File: src/rtl/hex_scan_driver_if.sv
// Display-side bundle for hex_scan_driver: the word and blanking control
// coming from the display mux, and the segment/anode/frame outputs going
// to the board pins.
interface hex_scan_driver_if #(
  parameter int DIGITS = 8
);
  logic [4*DIGITS-1:0] HexDisplay32Bits;
  logic                Blank_Leading;
  logic [6:0]          Segments;
  logic [DIGITS-1:0]   Digit_Enable;
  logic                Frame_Done;

  modport master (
    output HexDisplay32Bits, Blank_Leading,
    input  Segments, Digit_Enable, Frame_Done
  );

  modport slave (
    input  HexDisplay32Bits, Blank_Leading,
    output Segments, Digit_Enable, Frame_Done
  );
endinterface

File: src/rtl/hex_scan_driver.sv
// Time-multiplexed driver for a bank of common-anode 7-segment digits.
// A shadow copy of the input word is taken only at frame boundaries so a
// frame never mixes two words. Each digit slot starts with one all-off
// cycle to avoid ghosting while the anode select moves.
module hex_scan_driver #(
  parameter int DIGITS      = 8,
  parameter int REFRESH_DIV = 50000,
  parameter int CNT_W       = 16
) (
  input  logic              Clock,
  input  logic              Reset,
  hex_scan_driver_if.slave  disp
);

  localparam int IDX_W  = (DIGITS > 1) ? $clog2(DIGITS) : 1;
  localparam int WORD_W = 4 * DIGITS;
  localparam logic [CNT_W-1:0] C_LAST = CNT_W'(REFRESH_DIV - 1);
  localparam logic [IDX_W-1:0] I_LAST = IDX_W'(DIGITS - 1);

  // Active-low hex glyphs, segment order {g,f,e,d,c,b,a}.
  function automatic logic [6:0] hex_glyph(input logic [3:0] nib);
    case (nib)
      4'h0: hex_glyph = 7'h40;
      4'h1: hex_glyph = 7'h79;
      4'h2: hex_glyph = 7'h24;
      4'h3: hex_glyph = 7'h30;
      4'h4: hex_glyph = 7'h19;
      4'h5: hex_glyph = 7'h12;
      4'h6: hex_glyph = 7'h02;
      4'h7: hex_glyph = 7'h78;
      4'h8: hex_glyph = 7'h00;
      4'h9: hex_glyph = 7'h10;
      4'hA: hex_glyph = 7'h08;
      4'hB: hex_glyph = 7'h03;
      4'hC: hex_glyph = 7'h46;
      4'hD: hex_glyph = 7'h21;
      4'hE: hex_glyph = 7'h06;
      default: hex_glyph = 7'h0E;
    endcase
  endfunction

  logic [CNT_W-1:0]  c_q, c_d;
  logic [IDX_W-1:0]  i_q, i_d;
  logic [WORD_W-1:0] s_q, s_d;
  logic [6:0]        seg_q, seg_d;
  logic [DIGITS-1:0] en_q, en_d;
  logic              fd_q, fd_d;

  logic              tick;
  logic              frame_end;
  logic              upper_zero;
  logic [3:0]        cur_nib;

  // Next-state for scan position, shadow word and registered pin outputs.
  always_comb begin
    tick       = (c_q == C_LAST);
    frame_end  = tick && (i_q == I_LAST);
    c_d        = tick ? '0 : c_q + 1'b1;
    i_d        = i_q;
    if (tick) begin
      i_d = (i_q == I_LAST) ? '0 : i_q + 1'b1;
    end
    s_d        = frame_end ? disp.HexDisplay32Bits : s_q;
    fd_d       = frame_end;

    // A digit is a leading zero when it and every more significant nibble
    // are zero; digit 0 always stays lit so a zero word still shows "0".
    upper_zero = 1'b1;
    for (int k = 0; k < DIGITS; k++) begin
      if ((k >= int'(i_q)) && (s_q[4*k +: 4] != 4'h0)) begin
        upper_zero = 1'b0;
      end
    end
    cur_nib    = 4'(s_q >> (4 * i_q));

    if (disp.Blank_Leading && (i_q != '0) && upper_zero) begin
      seg_d = 7'h7F;
    end else begin
      seg_d = hex_glyph(cur_nib);
    end

    // First cycle of every slot keeps all anodes off.
    en_d = (c_q == '0) ? '1 : ~(DIGITS'(1) << i_q);
  end

  // State and output registers; reset aborts the scan immediately.
  always_ff @(posedge Clock or posedge Reset) begin
    if (Reset) begin
      c_q   <= '0;
      i_q   <= '0;
      s_q   <= '0;
      seg_q <= 7'h7F;
      en_q  <= '1;
      fd_q  <= 1'b0;
    end else begin
      c_q   <= c_d;
      i_q   <= i_d;
      s_q   <= s_d;
      seg_q <= seg_d;
      en_q  <= en_d;
      fd_q  <= fd_d;
    end
  end

  assign disp.Segments     = seg_q;
  assign disp.Digit_Enable = en_q;
  assign disp.Frame_Done   = fd_q;

endmodule
File: src/flat_wrapper.sv
// flat-port wrapper written by rule: the top's interface ports become plain ports
module hex_scan_driver_flat 
#(
  parameter int DIGITS      = 8,
  parameter int REFRESH_DIV = 50000,
  parameter int CNT_W       = 16
)
  (Clock, Reset, disp_HexDisplay32Bits, disp_Blank_Leading, disp_Segments, disp_Digit_Enable, disp_Frame_Done);
  hex_scan_driver_if #(.DIGITS(DIGITS)) disp_i ();
  input  logic Clock;
  input  logic Reset;
  input wire logic [$bits(disp_i.HexDisplay32Bits)-1:0] disp_HexDisplay32Bits;
  input wire logic [$bits(disp_i.Blank_Leading)-1:0] disp_Blank_Leading;
  output wire logic [$bits(disp_i.Segments)-1:0] disp_Segments;
  output wire logic [$bits(disp_i.Digit_Enable)-1:0] disp_Digit_Enable;
  output wire logic [$bits(disp_i.Frame_Done)-1:0] disp_Frame_Done;
  assign disp_i.HexDisplay32Bits = disp_HexDisplay32Bits;
  assign disp_i.Blank_Leading = disp_Blank_Leading;
  assign disp_Segments = disp_i.Segments;
  assign disp_Digit_Enable = disp_i.Digit_Enable;
  assign disp_Frame_Done = disp_i.Frame_Done;
  hex_scan_driver #(.DIGITS(DIGITS), .REFRESH_DIV(REFRESH_DIV), .CNT_W(CNT_W)) u_core (.Clock(Clock), .Reset(Reset), .disp(disp_i));
endmodule
File: config.mk
export PLATFORM = sky130hd
export DESIGN_NAME = hex_scan_driver_flat
export DESIGN_NICKNAME = d
export VERILOG_FILES = /design/src/rtl/hex_scan_driver_if.sv /design/src/rtl/hex_scan_driver.sv /design/src/flat_wrapper.sv
export SDC_FILE = /design/constraint.sdc
export NUM_CORES = 1
export LEC_CHECK = 0
export BUFFER_PORTS_ARGS = -buffer_cell sky130_fd_sc_hd__buf_2
export CAP_MARGIN = 20
export CORE_MARGIN = 2
export CORE_UTILIZATION = 50
export CTS_BUF_LIST = sky130_fd_sc_hd__clkbuf_4 sky130_fd_sc_hd__clkbuf_8
export DETAILED_ROUTE_END_ITERATION = 8
export GPL_ROUTABILITY_DRIVEN = 0
export GPL_TIMING_DRIVEN = 0
export PLACE_DENSITY = 0.71
export SKIP_LAST_GASP = 1
export SYNTH_ARGS = -nofsm -noshare
export SYNTH_HDL_FRONTEND = slang
export SYNTH_SLANG_ARGS = --single-unit
File: constraint.sdc
create_clock -name Clock -period 2.54 [get_ports Clock]
set_input_delay 0.254 -clock Clock [delete_from_list [all_inputs] [get_ports Clock]]
set_output_delay 0.254 -clock Clock [all_outputs]
set_load 0.02 [all_outputs]
Yosys cells after proc, flatten, opt, wreduce, memory -nomap -nowiden
Memories as Yosys holds them, arrays and structs flattened.
Index checks and enable logic that the tools add are counted.
{"block": "classes", "n_addsub": 2, "order_cmp": 7, "eq_ne": 2, "shift": 2, "n_mux": 12, "bitwise_logic": 1, "n_reduce_logical": 20}
{"op": "nonzero test 4 bit", "n": 8}
{"op": ">> shifter 32 x 5 -> 4 bit", "n": 1}
{"op": "adder 16 x 1 -> 16 bit, second input constant", "n": 1}
{"op": "== test 16 bit, second input constant", "n": 1}
{"op": "logical NOT 16 bit", "n": 1}
{"op": "two-way mux 16 bit", "n": 1}
{"op": "logical AND 1 bit", "n": 10}
{"op": "greater-or-equal comparator 3 bit, first input constant", "n": 3}
{"op": "two-way mux 1 bit", "n": 8}
{"op": "two-way mux 8 bit", "n": 1}
{"op": "inverter 8 bit", "n": 1}
{"op": "left shift 1 x 3 -> 8 bit, first input constant", "n": 1}
{"op": "two-way mux 7 bit", "n": 1}
{"op": "greater-or-equal comparator 1 x 3 -> 1 bit, first input constant", "n": 2}
{"op": "greater-or-equal comparator 2 x 3 -> 1 bit, first input constant", "n": 2}
{"op": "adder 3 x 1 -> 3 bit, second input constant", "n": 1}
{"op": "== test 3 bit, second input constant", "n": 1}
{"op": "two-way mux 3 bit", "n": 1}
{"op": "nonzero test 3 bit", "n": 1}
{"block": "totals", "ff_bits": 67, "mem_bits_ro": 112, "input_bits": 35, "output_inout_bits": 16, "elab_cells": 53, "n_memories": 1}
{"name": "(name not given)", "depth": 16, "width": 7, "rd": 1, "rd_ports_with_merged_regs": 0, "wr": 0, "line": "hex_scan_driver.sv:22", "source": "case (nib)"}

Longest topological paths before layout
Gate-level depths: netlist (run 1).
{"block": "logic_depth", "depth_word": 12, "mapped_depth": 9, "ltp_nobuf": 8}

Worst setup path before layout (run 1)
No wires, ideal clock.
{"block": "synth_timing", "path_kind": "reg-to-reg", "startpoint": "register u_core.i_q[1]", "endpoint": "register u_core.seg_q[2], in the netlist u_core.disp.Segments[2]", "setup_time_ns": 0.098, "arrival_time_ns": 2.170, "required_time_ns": 2.442, "setup_slack_ns": 0.271, "stages_incl_launch_ff": 9, "n_path_buf": 1, "period_less_slack_ns": 2.269, "path_cell_list": "dfrtp_1 -> clkbuf_1 -> inv_1 -> ha_1 -> or4_1 -> nor3_1 -> o2111ai_1 -> a221o_1 -> o311ai_1"}
{"block": "synth_via", "elab_chain_cells": 12, "word_cells_on_any_way": 28, "classes_between": "7 x order compare; 1 x shift; 9 x mux; 10 x reduce/logical; 1 x memory"}
{"item": "from (decl)", "line": "hex_scan_driver.sv:43", "source": "logic [IDX_W-1:0] i_q, i_d;"}
{"item": "from (signal assigned)", "line": "hex_scan_driver.sv:97", "source": "i_q <= i_d;"}
{"item": "greater-or-equal comparator 1 x 3 -> 1 bit", "line": "hex_scan_driver.sv:70", "source": "if ((k >= int'(i_q)) && (s_q[4*k +: 4] != 4'h0)) begin"}
{"item": "logical AND 1 bit", "line": "hex_scan_driver.sv:70"}
{"item": "two-way mux 1 bit (8 in series)", "line": "hex_scan_driver.sv:70"}
{"item": "logical AND 1 bit", "line": "hex_scan_driver.sv:76", "source": "if (disp.Blank_Leading && (i_q != '0) && upper_zero) begin"}
{"item": "two-way mux 7 bit *", "line": "hex_scan_driver.sv:76"}
{"item": "named net u_core.seg_d[2]", "line": "hex_scan_driver.sv:45", "source": "logic [6:0] seg_q, seg_d;"}
{"item": "to (signal assigned)", "line": "hex_scan_driver.sv:99", "source": "seg_q <= seg_d;"}
{"item": "to (decl)", "line": "hex_scan_driver.sv:45"}
Mark *: on every way through the listed nets, which the timed path passes. The rest lies on a longest branch.
A chain may end at the register's enable or synchronous reset.

Final worst setup path (run 1)
{"block": "layout_timing", "startpoint": "register u_core.i_q[0]", "endpoint": "register u_core.seg_q[2], in the netlist u_core.disp.Segments[2]"}
Same word-level chain as after synthesis.

==> results of run 1 <==
==> how the worst min path moves through the flow <==
stage	start	to	slack [ns]	cells past startpoint
floorplan	disp_HexDisplay32Bits[10]	u_core.s_q[10]$_DFFE_PP0P_	0.39	1
global placement	disp_HexDisplay32Bits[9]	u_core.s_q[9]$_DFFE_PP0P_	0.48	2
detailed placement	Reset	u_core.c_q[3]$_DFF_PP0_	0.43	2
CTS	Reset	u_core.disp.Frame_Done$_DFF_PP0_	0.05	2
global route	Reset	u_core.disp.Frame_Done$_DFF_PP0_	0.1	2
finish	Reset	u_core.s_q[3]$_DFFE_PP0P_	0.04	2
==> Yosys cell counts, types with 7 or more instances <==
library cell,number
dfrtp_1,52
mux2_4,29
nand3_1,22
nand2_1,20
nor2_1,19
dfstp_2,15
ha_1,14
inv_1,9
mux4_2,8
xnor2_1,8
or4_1,7
xor2_1,7
==> cell type report <==
cell class,count,area (µm²)
Fill cell,562,2720
Sequential cell,67,1700
Multi-Input combinational cell,181,1620
Timing Repair Buffer,51,270
Clock buffer,11,145
Buffer,8,105
Tap cell,80,100
Clock inverter,5,52.6
Inverter,11,41.3
==> per-stage QoR <==
stage / utilization, % / setup WS, ns / area (µm²) / instances / hold WS (ns)
2_1_floorplan: - / 0.271 / 3460 / 268 / 0.389
3_3_place_gp: 56.3 / -0.127 / 3810 / 398 / 0.480
3_5_place_dp: 56.6 / -0.0849 / 3830 / 399 / 0.430
4_1_cts: 59.6 / 0.00540 / 4020 / 414 / 0.0535
5_1_grt: 59.7 / 0.0535 / 4040 / 414 / 0.0956
6_report: 59.7 / 0.210 / 4040 / 414 / 0.0383
==> power by group <==
group | internal, mW | total [mW] | switching, mW
Clock | 0.486 | 0.877 | 0.392
Sequential | 1.07 | 1.07 | 0
Combinational | 0.0227 | 0.0530 | 0.0303
Total | 1.58 | 2.00 | 0.422
==> logic make-up after synthesis <==
kind of cell | Yosys count
XOR/XNOR | 15
flip-flops | 67
AND/OR/NAND/NOR | 88
multiplexers | 47
buffers and inverters | 20
AO/OA/AOI/OAI | 17
adder cells (fa/ha/maj) | 14
==> metal layers <==
layer	GRT usage, %	part of all wire, %	wire [µm]	vias up
met4	5.45	1.0	65	0
li1	-	-	-	1084
met2	25.7	44	2870	56
met1	27.4	50	3260	1091
met5	0	0	0	-
met3	5.40	4.9	317	7
==> registers in the layout (all words and copies together), names as in the netlist <==
name / cells
u_core.c_q: 16
u_core.disp.Digit_Enable: 8
u_core.disp.Frame_Done: 1
u_core.disp.Segments: 7
u_core.i_q: 3
u_core.s_q: 32
==> repair_timing <==
| action | 4_1_cts | 5_1_grt |
|---|---|---|
| hold buffers | 0 | 0 |
| hold endpoints to repair | 0 | 0 |
| gates resized for setup | 1 | 6 |
| setup endpoints to repair | 7 | 7 |
==> critical path, stage by stage (launching register included) <==
cell	delay [ns]
dfrtp_2	0.41
buf_6	0.18
inv_1	0.11
ha_1	0.27
or4_1	0.42
nor3_1	0.14
o2111ai_1	0.14
a221o_1	0.43
o311ai_1	0.14
==> metrics, run 1 <==
std cell rows 30; first-pass GRT wire length between 10000 and 15000 µm; H-tree levels 3; largest net degree at the start of global routing 36; syn_area_per_cell 12.9 µm²; Critical Path Sink Type register; CP Max Fanout 10; area fraction of the dominant cell type after synthesis ~38%; Vert. Die Dim between 80 and 90 µm; Setup Skew just over 0.008 ns; GRT Util Overall between 10% and 20%; post-synthesis sequential area ratio 49.1%; commonest non-fill, non-tap cells in the layout 52 x buf_2, 50 x dfrtp_1, 29 x mux2_4, 22 x nand3_1, 20 x nand2_1; CP startpoint u_core.i_q[0]$_DFFE_PP0N_; Post-Synth XOR/XNOR Area 3.80%; Syn Std Cell Area 0.00346 mm²; Max Root-Sink Buffers 2; post-synthesis net count around 320; clk root buf clkbuf_8; number of global-route vias before repair approximately 2100; arrival time worst endpoint between 2 and 3 ns; Synth Area in Compound Gates 3.19%; most common cell after layout, fill and taps aside buf_2; R2R setup slack approximately 0.21 ns; Clock Latency Late Sink around 0.34 ns; area of the die 0.00759 mm²; Ports around 50; Critical Path Sink u_core.disp.Segments[2]$_DFF_PP1_; Total Wirelength roughly 6500 µm; Initial Util between 50% and 60%; Die X around 87 µm; Hold WC Path Type input pin to async pin; count of final hold-check violations 0; Final min period 2.33 ns; WL per Instance 15.7 µm; multiplexer share of the synthesized area between 20% and 30%; Worst Setup Start Kind register; simple-gate share of the synthesized area between 10% and 20%; RSZ-0062 raised after global routing false; via count around 2200; Peak VDD IR around 220 µV; area share of fa/ha/maj cells after synthesis just over 5%; largest area contributor in the netlist dfrtp_1; CTS tree yes; area delta synth->final 16.8%; FF-to-FF Start u_core.i_q[0]$_DFFE_PP0N_; fmax ~0.43 GHz; Synth async-reset ratio 100%; ANT cells 0; PortBufs 50; # Max-Cap Violations 0; initial antenna violation count 0; Final Total Pwr around 2 mW; kind of critical path register to register; Setup Buffers After CTS 0; DR vias/cell 5.41; Final Max Tran Viols 0; Detailed Routing Iterations Pass 1 4; Yosys reg bits 67; pwr dens a little under 500 mW/mm²; LEAKAGE around 1.9 nW; Final ANT Viol Nets 0; Post-synth EDFFs 0; largest family of logic cells by synthesized area multiplexers; setup violators final 0; grt ovf 0; pin slew with the least headroom to its limit between 0.7 and 0.8 ns; clk slew on worst S/H paths 0.07 ns; Top FF cell, synth dfrtp_1; share of layout cells above drive strength 1 between 40% and 50%; setup_tns 0 ns; drt first-iter violations roughly 100; crit share post-route 91.7%; Mapped Cells roughly 270; status finished clean; core box area about 0.0068 mm²; CP required approximately 2.8 ns; leading cell types by total area after synthesis dfrtp_1 38%, mux2_4 13%, dfstp_2 11%; clock sinks between 60 and 70; path depth of the worst reg2reg path 8; HPWL after DPL 4780 µm; Rel. slew slack between 40% and 50%; nets ~380; Synthesis Warnings 0; # DRC 0; Num CTS Buffers 9; r2r endpoint u_core.disp.Segments[2]$_DFF_PP1_; synth unique cells 42
Power figures use the tool's default switching activity.
==> run 2: changes to the inputs <==
--- a/config.mk
+++ b/config.mk
@@ -5,6 +5,7 @@
 export SDC_FILE = /design/constraint.sdc
 export NUM_CORES = 1
 export LEC_CHECK = 0
+export ABC_AREA = 1
 export BUFFER_PORTS_ARGS = -buffer_cell sky130_fd_sc_hd__buf_2
 export CAP_MARGIN = 20
 export CORE_MARGIN = 2
==> run 2 against run 1 <==
  * Core utilization increased by 0.57 points
  * Area after synthesis increased by 8.7%
  * Die area increased by 8.3%
  * Critical path type unchanged
  * Largest cell class unchanged
  * Largest power group unchanged
==> metrics, run 2 <==
Num CTS Buffers 9 (unchanged); Final ANT Viol Nets 0 (unchanged); CTS-repair resized insts 0 (was 1); DR vias/cell 4.76 (was 5.41); Synthesis Warnings 0 (unchanged); Post-synth EDFFs 0 (unchanged); Setup Skew 0.00790 ns (was 0.00812 ns); Seq pwr share 52.2% (was 53.4%); Synth async-reset ratio 100% (unchanged); switching share of power 20.8% (was 21.1%); pin slew with the least headroom to its limit 0.539 ns (was 0.762 ns); arrival time worst endpoint 2.48 ns (was 2.57 ns); Comb pwr share 2.4% (was 2.7%); Setup Buffers After CTS 0 (unchanged); PortBufs 50 (unchanged); LEAKAGE 2.44 nW (was 1.92 nW); share of layout cells above drive strength 1 18.2% (was 41.9%); count of final hold-check violations 0 (unchanged); Peak VDD IR 264 µV (was 221 µV); Largest register FFs 32 (unchanged); Yosys reg bits 67 (unchanged); std cell rows 31 (was 30); most common cell after layout, fill and taps aside nand2_1 (was buf_2); ANT cells 0 (unchanged); crit share post-route 87.0% (was 91.7%); fmax 0.453 GHz (was 0.429 GHz); HPWL after DPL 5970 µm (was 4780 µm); setup violators final 0 (unchanged); # DRC 0 (unchanged); area fraction of the dominant cell type after synthesis 34.6% (was 37.7%); crit-path cells buf_4 > inv_2 > buf_4 > nand2_1 > nand3_1 > nand2_1 > nor2_1 > inv_1 > ha_1 > nand2_1 > nand2_1 > nand2_1 > nand3_1 (was buf_6 > inv_1 > ha_1 > or4_1 > nor3_1 > o2111ai_1 > a221o_1 > o311ai_1); core box area 0.00725 mm² (was 0.00676 mm²); RSZ-0062 raised after global routing false (unchanged); clk slew on worst S/H paths 0.07 ns (about the same); clk root buf clkbuf_8 (unchanged); Hold WC Path Type input pin to register (was input pin to async pin); first-pass GRT wire length 14000 µm (was 10500 µm); CP dominant cell by count nand2_1; area delta synth->final 16.4% (was 16.8%); Top FF cell, synth dfrtp_1 (unchanged); kind of critical path register to register (unchanged); nets 637 (was 378); synth unique cells 25 (was 42); post-synthesis sequential area ratio 45.1% (was 49.1%); commonest non-fill, non-tap cells in the layout 231 x nand2_1, 66 x inv_1, 53 x buf_2, 52 x dfrtp_1, 46 x nor2_1 (was 52 x buf_2, 50 x dfrtp_1, 29 x mux2_4, 22 x nand3_1, 20 x nand2_1); CTS tree yes (unchanged); Critical Path Sink Type register (unchanged); Int Power 1.62 mW (was 1.58 mW); slowest CP cell dfrtp_1 (was a221o_1); number of fill cells 696 (was 562); Max Root-Sink Buffers 2 (unchanged); largest area contributor in the netlist dfrtp_1 (unchanged); Die X 90.7 µm (was 87.1 µm); Worst Setup Start Kind register (unchanged); GRT Util Overall 20.9% (was 18.3%); post-synthesis net count 574 (was 317); H-tree levels 3 (unchanged); syn_area_per_cell 7.16 µm² (was 12.9 µm²); top-count cell post-synth nand2_1 (was dfrtp_1); clock sinks 67 (unchanged); CP required 2.81 ns (was 2.79 ns); Clock power frac 45.4% (was 43.9%); drt first-iter violations 156 (was 101); Detailed Routing Iterations Pass 1 5 (was 4); area of the die 0.00822 mm² (was 0.00759 mm²); Psw 426 µW (was 422 µW); Final Max Tran Viols 0 (unchanged); Total Wirelength 8000 µm (was 6510 µm); WL per Instance 11.6 µm (was 15.7 µm); Largest Register u_core.s_q (unchanged); Clock Latency Late Sink 0.34 ns (about the same); Final min period 2.21 ns (was 2.33 ns); grt ovf 0 (unchanged); Syn Std Cell Area 0.00376 mm² (was 0.00346 mm²); final core occ 60.3% (was 59.7%); Vert. Die Dim 90.7 µm (was 87.1 µm); Ports 51 (unchanged); Commonest cells post-synth 231 x nand2_1, 67 x inv_1, 52 x dfrtp_1 (was 52 x dfrtp_1, 29 x mux2_4, 22 x nand3_1); Hold WS 0.0934 ns (was 0.0383 ns); Mapped Cells 525 (was 268); via count 3295 (was 2238); leading cell types by total area after synthesis dfrtp_1 35%, nand2_1 23%, dfstp_2 10% (was dfrtp_1 38%, mux2_4 13%, dfstp_2 11%); CP Max Fanout 11 (was 10); Initial Util 51.8% (was 51.1%); largest net degree at the start of global routing 44 (was 36); number of global-route vias before repair 3156 (was 2086); setup_tns 0 ns (unchanged); initial antenna violation count 0 (unchanged); # Max-Cap Violations 0 (unchanged); Rel. slew slack 64.0% (was 48.5%); Critical Path Max Stage Delay 0.42 ns (was 0.43 ns); pwr dens 468 mW/mm² (was 495 mW/mm²); status finished clean (unchanged)
-- run 2: cell types whose count changed after synthesis, sizes merged, moves of 4 or more --
cell / previous run / this run
nand2: 20 / 232
mux2: 34 / 0
inv: 11 / 73
buf: 7 / 11
mux4: 8 / 0
nor2: 19 / 49
mux2i: 5 / 0
xnor2: 8 / 0
or4: 8 / 0
nand3: 22 / 47
and3: 5 / 0
-- run 2: per-layer routing --
metal / part of all wire (%) / track usage, % / wire length (µm)
met3: 4.1 / 4.76 / 330
met5: 0 / 0 / 0
met2: 49 / 35.4 / 3890
met4: 0.98 / 5.38 / 78
met1: 46 / 27.1 / 3700
-- run 2: power by group through the flow --
| stage | Combinational [mW] | Clock, mW | Sequential (mW) |
|---|---|---|---|
| 4_1_cts | 0.0514 | 0.951 | 1.07 |
| 3_5_place_dp | 0.0502 | 0 | 1.09 |
| 2_1_floorplan | 0.0153 | 0 | 1.09 |
| 6_report | 0.0492 | 0.929 | 1.07 |
| 3_3_place_gp | 0.0454 | 0 | 1.09 |
| 5_1_grt | 0.0567 | 0.995 | 1.07 |
-- run 2: path summary, 6_finish.rpt --
path / startpoint / to / slack, ns / depth (start not counted)
max: u_core.i_q[0]$_DFFE_PP0N_ / u_core.disp.Segments[3]$_DFF_PP1_ / 0.33 / 13
min: disp_HexDisplay32Bits[26] / u_core.s_q[26]$_DFFE_PP0P_ / 0.09 / 3
max reg2reg: u_core.i_q[0]$_DFFE_PP0N_ / u_core.disp.Segments[3]$_DFF_PP1_ / 0.33 / 13
min reg2reg: u_core.s_q[30]$_DFFE_PP0P_ / u_core.s_q[30]$_DFFE_PP0P_ / 0.48 / 2
max in group asynchronous: Reset / u_core.disp.Digit_Enable[3]$_DFF_PP1_ / 1.38 / 4
min in group asynchronous: Reset / u_core.s_q[10]$_DFFE_PP0P_ / 0.50 / 3
-- run 2: area by class of cell --
class                           count  area (µm²)  share of cell area [%]
Timing Repair Buffer               52         280                    6.41
Clock buffer                       12         165                    3.78
Buffer                             12        97.6                    2.23
Inverter                           73         274                    6.26
Clock inverter                      4        47.5                    1.09
Sequential cell                    67        1700                    38.8
Tap cell                           99         124                    2.83
Multi-Input combinational cell    373        1690                    38.6
-- run 2: cell families (layout without fill, tap and decap cells) --
group | Yosys count | after routing | synth area share (%)
DFF | 67 | 67 | 45.1
and+or+nand+nor | 339 | 339 | 37.0
buffers and inverters | 85 | 153 | 9.89
adders and majority gates | 14 | 14 | 4.66
xor gates and xnor gates | 5 | 5 | 1.17
AOI/OAI and AO/OA | 15 | 15 | 2.13
-- run 2: repair_timing --
item | 4_1_cts | 5_1_grt
hold buffers | 1 | 0
endpoints found under the setup margin | 0 | 0
endpoints found under the hold margin | 22 | 0
-- run 2: critical path, delay by kind of cell (launching register included) --
| kind | cells | cell delay (ns) |
|---|---|---|
| buffers and inverters | 4 | 0.59 |
| DFF | 1 | 0.42 |
| and+or+nand+nor | 8 | 0.88 |
| adders and majority gates | 1 | 0.24 |
-- run 2: metrics by stage --
| stage | area [µm²] | cells | setup WS [ns] | total power, mW |
|---|---|---|---|---|
| global placement | 4130 | 674 | -0.154 | 1.13 |
| floorplan | 3760 | 525 | 0.628 | 1.10 |
| global route | 4370 | 692 | 0.173 | 2.12 |
| CTS | 4370 | 692 | 0.342 | 2.07 |
| detailed placement | 4150 | 675 | 0.369 | 1.14 |
| finish | 4370 | 692 | 0.331 | 2.05 |
==> run 3: changes to the inputs <==
--- a/config.mk
+++ b/config.mk
@@ -15,6 +15,7 @@
 export GPL_ROUTABILITY_DRIVEN = 0
 export GPL_TIMING_DRIVEN = 0
 export PLACE_DENSITY = 0.71
+export RECOVER_POWER = 100
 export SKIP_LAST_GASP = 1
 export SYNTH_ARGS = -nofsm -noshare
 export SYNTH_HDL_FRONTEND = slang
==> run 3 against run 2 <==
  * First-iteration DRC count fell by 5.8%
  * Flip-flop and latch count unchanged
  * Sequential power is essentially flat
  * Critical endpoint is now u_core.disp.Segments[5]$_DFF_PP1_
  * Worst hold slack got worse by 0.0038 ns
  * Sequential share of layout area increased by 0.57 points
  * Via count rose by 0.73%
  * Critical path depth unchanged
  * Maximum frequency fell by 2.8%
  * Largest cell class unchanged
==> metrics, run 3 (synthesis results as in run 2) <==
area delta synth->final 14.7% (was 16.4%); number of fill cells 712 (was 696); Rel. slew slack 36.0% (was 64.0%); count of final hold-check violations 0 (unchanged); FF-to-FF Start u_core.i_q[0]$_DFFE_PP0N_ (unchanged); std cell rows 31 (unchanged); Largest Register u_core.s_q (unchanged); Setup Buffers After CTS 0 (unchanged); largest net degree at the start of global routing 44 (unchanged); drt first-iter violations 147 (was 156); GRT Util Overall 20.9% (unchanged); arrival time worst endpoint 2.56 ns (was 2.48 ns); CP startpoint u_core.i_q[0]$_DFFE_PP0N_ (unchanged); # DRC 0 (unchanged); CP dominant cell by count nand2_1 (unchanged); pre-CTS setup slack 0.369 ns (unchanged); hold_sp disp_HexDisplay32Bits[26] (unchanged); area of the die 0.00822 mm² (unchanged); Worst Setup Start Kind register (unchanged); clk root buf clkbuf_8 (unchanged); LEAKAGE 2.40 nW (was 2.44 nW); status finished clean (unchanged); ANT cells 0 (unchanged); number of global-route vias before repair 3156 (unchanged); DR vias/cell 4.80 (was 4.76); Largest register FFs 32 (unchanged); Initial Util 51.8% (unchanged); Num CTS Buffers 9 (unchanged); crit share post-route 89.5% (was 87.0%); Critical Path Sink Type register (unchanged); grt ovf 0 (unchanged); Final ANT Viol Nets 0 (unchanged); slowest CP cell dfrtp_1 (unchanged); Vert. Die Dim 90.7 µm (unchanged); fin cells 692 (unchanged); Ports 51 (unchanged); clk slew on worst S/H paths 0.08 ns (was 0.07 ns); Hold WC Path Type input pin to register (unchanged); Critical Path Max Stage Delay 0.41 ns (was 0.42 ns); HPWL after DPL 5970 µm (unchanged); CTS-repair resized insts 0 (unchanged); Final min period 2.27 ns (was 2.21 ns); CTS tree yes (unchanged); via count 3319 (was 3295); Clock Latency Late Sink 0.35 ns (was 0.34 ns); CP required 2.82 ns (was 2.81 ns); kind of critical path register to register (unchanged); worst setup margin 0.267 ns (was 0.331 ns); setup violators final 0 (unchanged); Die X 90.7 µm (unchanged); core box area 0.00725 mm² (unchanged); # Max-Cap Violations 0 (unchanged); Peak VDD IR 264 µV (about the same); initial antenna violation count 0 (unchanged); CP Max Fanout 11 (unchanged); crit-path cells clkbuf_2 > inv_2 > buf_4 > nand2_1 > nand3_1 > nand2_1 > nor2_1 > inv_1 > ha_1 > nand2_1 > o21ai_0 > nand2_1 > nand2_1 (was buf_4 > inv_2 > buf_4 > nand2_1 > nand3_1 > nand2_1 > nor2_1 > inv_1 > ha_1 > nand2_1 > nand2_1 > nand2_1 > nand3_1); nets 637 (unchanged); Total Wirelength 8050 µm (was 8000 µm); share of layout cells above drive strength 1 14.3% (was 18.2%); RSZ-0062 raised after global routing false (unchanged); pwr dens 475 mW/mm² (was 468 mW/mm²); WL per Instance 11.6 µm (about the same); PortBufs 50 (unchanged); R2R setup slack 0.27 ns (was 0.33 ns); first-pass GRT wire length 14000 µm (unchanged); H-tree levels 3 (unchanged); fmax 0.440 GHz (was 0.453 GHz); commonest non-fill, non-tap cells in the layout 231 x nand2_1, 68 x inv_1, 52 x dfrtp_1, 47 x nor2_1, 46 x nand3_1 (was 231 x nand2_1, 66 x inv_1, 53 x buf_2, 52 x dfrtp_1, 46 x nor2_1); clock sinks 67 (unchanged); Detailed Routing Iterations Pass 1 5 (unchanged); pin slew with the least headroom to its limit 0.959 ns (was 0.539 ns); most common cell after layout, fill and taps aside nand2_1 (unchanged); Final Max Tran Viols 0 (unchanged); Setup Skew 0.00863 ns (was 0.00790 ns); Max Root-Sink Buffers 2 (unchanged); placed insts 675 (unchanged)
run 3: changes by cell type in the layout (fill, tap and decap cells not counted), sizes merged:
| cell | change |
|---|---|
| buf | -20 |
| clkbuf | +20 |
run 3: timing repair:
action | CTS | global route
endpoints found under the setup margin | 0 | 0
endpoints found under the hold margin | 22 | 0
hold buffers | 1 | 0
run 3: per-layer routing:
metal | global-route usage [%] | vias to the layer above | share of wire, %
li1 | - | 1712 | -
met1 | 27.1 | 1515 | 45
met2 | 35.4 | 83 | 49
met3 | 4.76 | 9 | 5.1
met4 | 5.38 | 0 | 1.1
met5 | 0 | - | 0
run 3: through the flow:
step           TNS, ns  power, mW  util (%)  instance area (µm²)  hold slack [ns]
2_1_floorplan        0       1.10         -                 3760            0.364
3_3_place_gp     -7.84       1.13      57.0                 4130            0.446
3_5_place_dp         0       1.14      57.2                 4150            0.332
4_1_cts              0       2.07      60.3                 4370           0.0813
5_1_grt              0       2.12      59.4                 4310           0.0855
6_report             0       2.05      59.4                 4310           0.0896
run 3: power by group:
part / internal [mW] / switching [mW] / total, mW
clock: 0.530 / 0.401 / 0.931
combinational: 0.0222 / 0.0267 / 0.0489
sequential: 1.07 / 0 / 1.07
run 3: path summary, 6_finish.rpt:
kind,to,cells past startpoint
worst max-delay path,u_core.disp.Segments[5]$_DFF_PP1_,13
worst min-delay path,u_core.s_q[26]$_DFFE_PP0P_,3
worst max register to register,u_core.disp.Segments[5]$_DFF_PP1_,13
worst min register to register,u_core.s_q[15]$_DFFE_PP0P_,2
max in group asynchronous,u_core.disp.Digit_Enable[3]$_DFF_PP1_,4
min in group asynchronous,u_core.s_q[10]$_DFFE_PP0P_,3
run 3: area by class of cell:
class	count	area [µm²]	share of cell area, %
sequential	67	1700	39.3
multi-input combinational	373	1660	38.6
inverter	73	274	6.36
timing repair buffer	52	260	6.04
clock buffer	12	165	3.83
tap	99	124	2.87
buffer	12	81.3	1.89
clock inverter	4	47.5	1.10
run 3: critical path: cells and delay by family, from the launching register on:
kind / cells / cell delay (ns)
simple gates: 7 / 0.82
buf+inv: 4 / 0.66
flops: 1 / 0.41
fa+ha+maj: 1 / 0.24
compound gates: 1 / 0.09
